## config.mk

```make
export PLATFORM = sky130hd
export DESIGN_NAME = cmp_arb_flat
export DESIGN_NICKNAME = d
export VERILOG_FILES = /design/src/rtl/cmp_arb_if.sv /design/src/rtl/cmp_arb.sv /design/src/flat_wrapper.sv
export SDC_FILE = /design/constraint.sdc
export NUM_CORES = 1
export LEC_CHECK = 0
export CORE_MARGIN = 2
export CORE_UTILIZATION = 65
export CTS_CLUSTER_DIAMETER = 120
export DETAILED_ROUTE_END_ITERATION = 6
export DONT_BUFFER_PORTS = 1
export PLACE_DENSITY = 0.81
export SETUP_SLACK_MARGIN = 0.15
export SKIP_CTS_REPAIR_TIMING = 1
export SYNTH_ARGS = -nofsm -noshare
export SYNTH_HDL_FRONTEND = slang
export SYNTH_SLANG_ARGS = --single-unit
```

## constraint.sdc

```tcl
create_clock -name clk -period 4.3 [get_ports clk]
set_input_delay 0.43 -clock clk [delete_from_list [all_inputs] [get_ports clk]]
set_output_delay 0.43 -clock clk [all_outputs]
set_load 0.01 [all_outputs]
```

## src/rtl/cmp_arb_if.sv

```systemverilog
// Two-requester compare bus: operand/op handshakes in, a single
// response slot out.
interface cmp_arb_if;
  logic        req0_valid;
  logic        req0_ready;
  logic [31:0] req0_a;
  logic [31:0] req0_b;
  logic [1:0]  req0_op;
  logic        req1_valid;
  logic        req1_ready;
  logic [31:0] req1_a;
  logic [31:0] req1_b;
  logic [1:0]  req1_op;
  logic        rsp_valid;
  logic        rsp_ready;
  logic        rsp_id;
  logic        rsp_result;

  modport master (
    output req0_valid, req0_a, req0_b, req0_op,
    output req1_valid, req1_a, req1_b, req1_op,
    output rsp_ready,
    input  req0_ready, req1_ready,
    input  rsp_valid, rsp_id, rsp_result
  );

  modport slave (
    input  req0_valid, req0_a, req0_b, req0_op,
    input  req1_valid, req1_a, req1_b, req1_op,
    input  rsp_ready,
    output req0_ready, req1_ready,
    output rsp_valid, rsp_id, rsp_result
  );
endinterface

```

## src/rtl/cmp_arb.sv

```systemverilog
// Arbitrates two compare requesters onto one shared 32-bit comparator
// feeding a one-entry response slot (round-robin or fixed priority).
module cmp_arb #(
  parameter bit FIXED_PRIO = 1'b0
) (
  input logic       clk,
  input logic       rst_n,
  cmp_arb_if.slave  bus
);

  typedef enum logic {
    S_EMPTY = 1'b0,
    S_FULL  = 1'b1
  } state_t;

  state_t      r_state;
  state_t      w_state_nxt;
  logic        r_last;
  logic        r_id;
  logic        r_res;

  logic        w_free;
  logic        w_v0;
  logic        w_v1;
  logic        w_gnt0;
  logic        w_gnt1;
  logic        w_take;
  logic [31:0] w_a;
  logic [31:0] w_b;
  logic [1:0]  w_op;
  logic        w_res;

  assign w_v0 = bus.req0_valid;
  assign w_v1 = bus.req1_valid;

  // rst_n gating keeps readys low while reset forces the slot EMPTY
  assign w_free = rst_n
                & ((r_state == S_EMPTY) | bus.rsp_ready);

  always_comb begin
    w_gnt0 = 1'b0;
    w_gnt1 = 1'b0;
    if (w_free) begin
      unique case (1'b1)
        (w_v0 & ~w_v1): w_gnt0 = 1'b1;
        (~w_v0 & w_v1): w_gnt1 = 1'b1;
        (w_v0 & w_v1): begin
          if (FIXED_PRIO || r_last)
            w_gnt0 = 1'b1;
          else
            w_gnt1 = 1'b1;
        end
        default: ;
      endcase
    end
  end

  assign w_take = w_gnt0 | w_gnt1;

  assign w_a  = w_gnt1 ? bus.req1_a  : bus.req0_a;
  assign w_b  = w_gnt1 ? bus.req1_b  : bus.req0_b;
  assign w_op = w_gnt1 ? bus.req1_op : bus.req0_op;

  always_comb begin
    w_res = 1'b0;
    unique case (w_op)
      2'b00: w_res = (w_a == w_b);
      2'b01: w_res = (w_a != w_b);
      2'b10: w_res = ($signed(w_a) < $signed(w_b));
      2'b11: w_res = (w_a < w_b);
      default: ;
    endcase
  end

  always_comb begin
    w_state_nxt = r_state;
    unique case (r_state)
      S_EMPTY: begin
        if (w_take) w_state_nxt = S_FULL;
      end
      S_FULL: begin
        if (bus.rsp_ready && !w_take)
          w_state_nxt = S_EMPTY;
      end
      default: w_state_nxt = S_EMPTY;
    endcase
  end

  always_ff @(posedge clk or negedge rst_n) begin
    if (!rst_n) begin
      r_state <= S_EMPTY;
      r_last  <= 1'b1;
      r_id    <= 1'b0;
      r_res   <= 1'b0;
    end else begin
      r_state <= w_state_nxt;
      if (w_take) begin
        r_last <= w_gnt1;
        r_id   <= w_gnt1;
        r_res  <= w_res;
      end
    end
  end

  assign bus.req0_ready = w_gnt0;
  assign bus.req1_ready = w_gnt1;
  assign bus.rsp_valid  = (r_state == S_FULL);
  assign bus.rsp_id     = r_id;
  assign bus.rsp_result = r_res;

endmodule

```

## src/flat_wrapper.sv

```systemverilog
// flat-port wrapper written by rule: the top's interface ports become plain ports
module cmp_arb_flat 
#(
  parameter bit FIXED_PRIO = 1'b0
)
  (clk, rst_n, bus_req0_valid, bus_req0_a, bus_req0_b, bus_req0_op, bus_req1_valid, bus_req1_a, bus_req1_b, bus_req1_op, bus_rsp_ready, bus_req0_ready, bus_req1_ready, bus_rsp_valid, bus_rsp_id, bus_rsp_result);
  cmp_arb_if bus_i ();
  input logic clk;
  input logic rst_n;
  input wire logic [$bits(bus_i.req0_valid)-1:0] bus_req0_valid;
  input wire logic [$bits(bus_i.req0_a)-1:0] bus_req0_a;
  input wire logic [$bits(bus_i.req0_b)-1:0] bus_req0_b;
  input wire logic [$bits(bus_i.req0_op)-1:0] bus_req0_op;
  input wire logic [$bits(bus_i.req1_valid)-1:0] bus_req1_valid;
  input wire logic [$bits(bus_i.req1_a)-1:0] bus_req1_a;
  input wire logic [$bits(bus_i.req1_b)-1:0] bus_req1_b;
  input wire logic [$bits(bus_i.req1_op)-1:0] bus_req1_op;
  input wire logic [$bits(bus_i.rsp_ready)-1:0] bus_rsp_ready;
  output wire logic [$bits(bus_i.req0_ready)-1:0] bus_req0_ready;
  output wire logic [$bits(bus_i.req1_ready)-1:0] bus_req1_ready;
  output wire logic [$bits(bus_i.rsp_valid)-1:0] bus_rsp_valid;
  output wire logic [$bits(bus_i.rsp_id)-1:0] bus_rsp_id;
  output wire logic [$bits(bus_i.rsp_result)-1:0] bus_rsp_result;
  assign bus_i.req0_valid = bus_req0_valid;
  assign bus_i.req0_a = bus_req0_a;
  assign bus_i.req0_b = bus_req0_b;
  assign bus_i.req0_op = bus_req0_op;
  assign bus_i.req1_valid = bus_req1_valid;
  assign bus_i.req1_a = bus_req1_a;
  assign bus_i.req1_b = bus_req1_b;
  assign bus_i.req1_op = bus_req1_op;
  assign bus_i.rsp_ready = bus_rsp_ready;
  assign bus_req0_ready = bus_i.req0_ready;
  assign bus_req1_ready = bus_i.req1_ready;
  assign bus_rsp_valid = bus_i.rsp_valid;
  assign bus_rsp_id = bus_i.rsp_id;
  assign bus_rsp_result = bus_i.rsp_result;
  cmp_arb #(.FIXED_PRIO(FIXED_PRIO)) u_core (.clk(clk), .rst_n(rst_n), .bus(bus_i));
endmodule
```

==> results.json <==
{
  "status": "finished, final reports clean",
  "synth.most_common_cell": "nand2_1",
  "dr.pass1.iters": 5,
  "cts_made_buffers": 3,
  "grt.overflow.total": 0,
  "worst-slew-pin-transition_ns": 0.574,
  "place.port_buffers": 0,
  "cts_tree": "built",
  "synth_area_sq_um": 1670,
  "slew_viol_final": 0,
  "wl_per_cell_um": 13.3,
  "synth_top_cell_area_share": 0.240,
  "layout.nets": 410,
  "power.density_cell_area_nw_per_um2": 184,
  "p_total_w": 0.000317,
  "diodes": 0,
  "period_needed_ns": 3.02,
  "clk_latency_ns": 0.24,
  "rr_worst_depth": 11,
  "synth_area_leaders": "ha_1 (24%), nand2_1 (23%), mux2i_1 (20%)",
  "max-vdd-ir-drop_uv": 186,
  "crit_path_end_kind": "flop",
  "globalplace.congestion": 0.714,
  "max_clock_freq_mhz": 331,
  "clock_skew_ns": 0.000376,
  "hold_viol_final": 0,
  "cp.arrival_ns": 3.14,
  "synth_nets": 411,
  "via_per_inst": 5.92,
  "antenna_found_initial": 0,
  "clockBufferDepth": 2,
  "min-delay-path-class": "in2async",
  "synthToLayoutAreaGrowth_pct": 3.38,
  "cp_max_fo": 33,
  "fillers": 236,
  "cts.clk_slew.worst_paths_ns": 0.04,
  "core_area_sq_um": 2450,
  "drcViolationCount": 0,
  "cp-start-kind": "flop",
  "syn_area_per_cell_sq_um": 6.88,
  "grt_pass1_vias": 1279,
  "timing.final.crit_share": 0.703,
  "io_pins": 142,
  "crit-reg2reg-launch": "u_core.r_last",
  "synth_edf_count": 0,
  "start_util": 0.678,
  "synth-main-ff-cell": "dfrtp_1",
  "synth_top_area_cell": "ha_1",
  "grt_max_degree": 35,
  "ys_seq_area_frac": 0.0609,
  "setup_violations": 0,
  "die_area_sq_um": 2980,
  "yosysWarnings": 0,
  "max_slew_margin": 0.613,
  "yosys-top-cells-count": "nand2_1 (104), mux2i_1 (33), ha_1 (32), a21oi_1 (10), nand4_1 (6)",
  "detail_route.wirelength_um": 3600,
  "cts_max_level": 1,
  "cts_root_buf": "clkbuf_4",
  "leakage_nw": 1.08,
  "path_class": "reg2reg",
  "clock_sinks": 4,
  "synthArstFlopShare": 1.00,
  "synth_cell_types": 33,
  "drive_gt1_frac": 0.0458,
  "track_usage": 0.224,
  "cp.required_ns": 4.42,
  "syn_inst": 242,
  "drt_iter0_markers": 14,
  "rsz0062_at_grt": "false",
  "drv_cap": 0,
  "grt_pass1_wl_um": 4970,
  "final.setup.tns_ns": 0,
  "die_height_um": 54.6,
  "r2r_slack_ns": 1.28,
  "ys_ff_latch": 4,
  "antenna_left": 0,
  "via_count": 1598,
  "die_width_um": 54.6,
  "r2r_end": "u_core.bus.rsp_result",
  "dp_hpwl_um": 3110,
  "core.rowCount": 18,
  "pre_cts_slack_ns": 1.25,
  "fin_ws_ns": 1.28
}
-- final cells by class --
cell class,count,area [sq um],share of cell area
clock buffer,4,26.3,0.0153
inverter,2,7.51,0.00436
multi-input combinational,226,1520,0.881
sequential,4,101,0.0589
tap,30,37.5,0.0218
timing repair buffer,4,32.5,0.0189
-- sequential cells by signal (all words and copies together) (netlist names) --
signal,count
u_core.bus.rsp_id,1
u_core.bus.rsp_result,1
u_core.bus.rsp_valid,1
u_core.r_last,1
-- cells in the final DEF (no fill, tap or decap), drive strengths merged, types with 4 or more instances in the layout --
| master | netlist | final |
|---|---|---|
| o21ai | 5 | 5 |
| a21o | 5 | 5 |
| nand2 | 104 | 104 |
| a21oi | 10 | 10 |
| clkbuf | 4 | 4 |
| nand4 | 6 | 6 |
| mux2i | 33 | 33 |
| ha | 32 | 32 |
-- how the worst max path moves through the flow --
stage,start,endpoint,cells past startpoint
after floorplan,bus_rsp_ready,u_core.bus.rsp_result,12
after global routing,u_core.bus.rsp_valid,u_core.bus.rsp_result,13
after CTS,u_core.r_last,u_core.bus.rsp_result,13
after global placement,bus_rsp_ready,u_core.bus.rsp_result,11
after detailed placement,bus_rsp_ready,u_core.bus.rsp_result,11
final,u_core.r_last,u_core.bus.rsp_result,11
-- through the flow --
| stage | instances | util | area, sq um | hold WS [ns] |
|---|---|---|---|---|
| final | 270 | 0.701 | 1720 | 0.0352 |
| after global routing | 270 | 0.701 | 1720 | 0.0187 |
| after CTS | 269 | 0.697 | 1710 | -0.118 |
| after detailed placement | 265 | 0.687 | 1690 | 0.135 |
| after global placement | 265 | 0.687 | 1690 | 0.135 |
| after floorplan | 242 | - | 1670 | 0.134 |
-- cells by family after synthesis --
family,Yosys count,share of synthesized area
simple gates,130,0.343
mux,34,0.205
fa+ha+maj,32,0.240
compound gates,29,0.117
buf+inv,12,0.0285
flops,4,0.0609
xor+xnor,1,0.00526
-- metal layers --
metal,vias up,GRT usage,routed length [um]
met1,667,0.263,1540
met5,-,0,0
met2,78,0.413,1740
li1,849,-,-
met4,0,0.0750,25
met3,4,0.0246,291
-- where the power goes --
part           leakage [nW]  internal [W]  switching [W]
clock network        0.0150     0.0000350      0.0000173
registers            0.0445     0.0000486     0.00000889
logic                  1.02     0.0000955       0.000112
-- critical path, cell delays in order, from the launching register on --
cell and delay, ns:
dfstp_2 0.53, nand2_1 0.05, nand4_1 0.12, buf_4 0.38
mux2i_1 0.14, ha_1 0.32, nand4_1 0.17, or4_4 0.59
nor4_4 0.23, xnor2_1 0.11, o31ai_2 0.19, nor3_1 0.06
No activity file was read; power rests on OpenSTA's default activity.
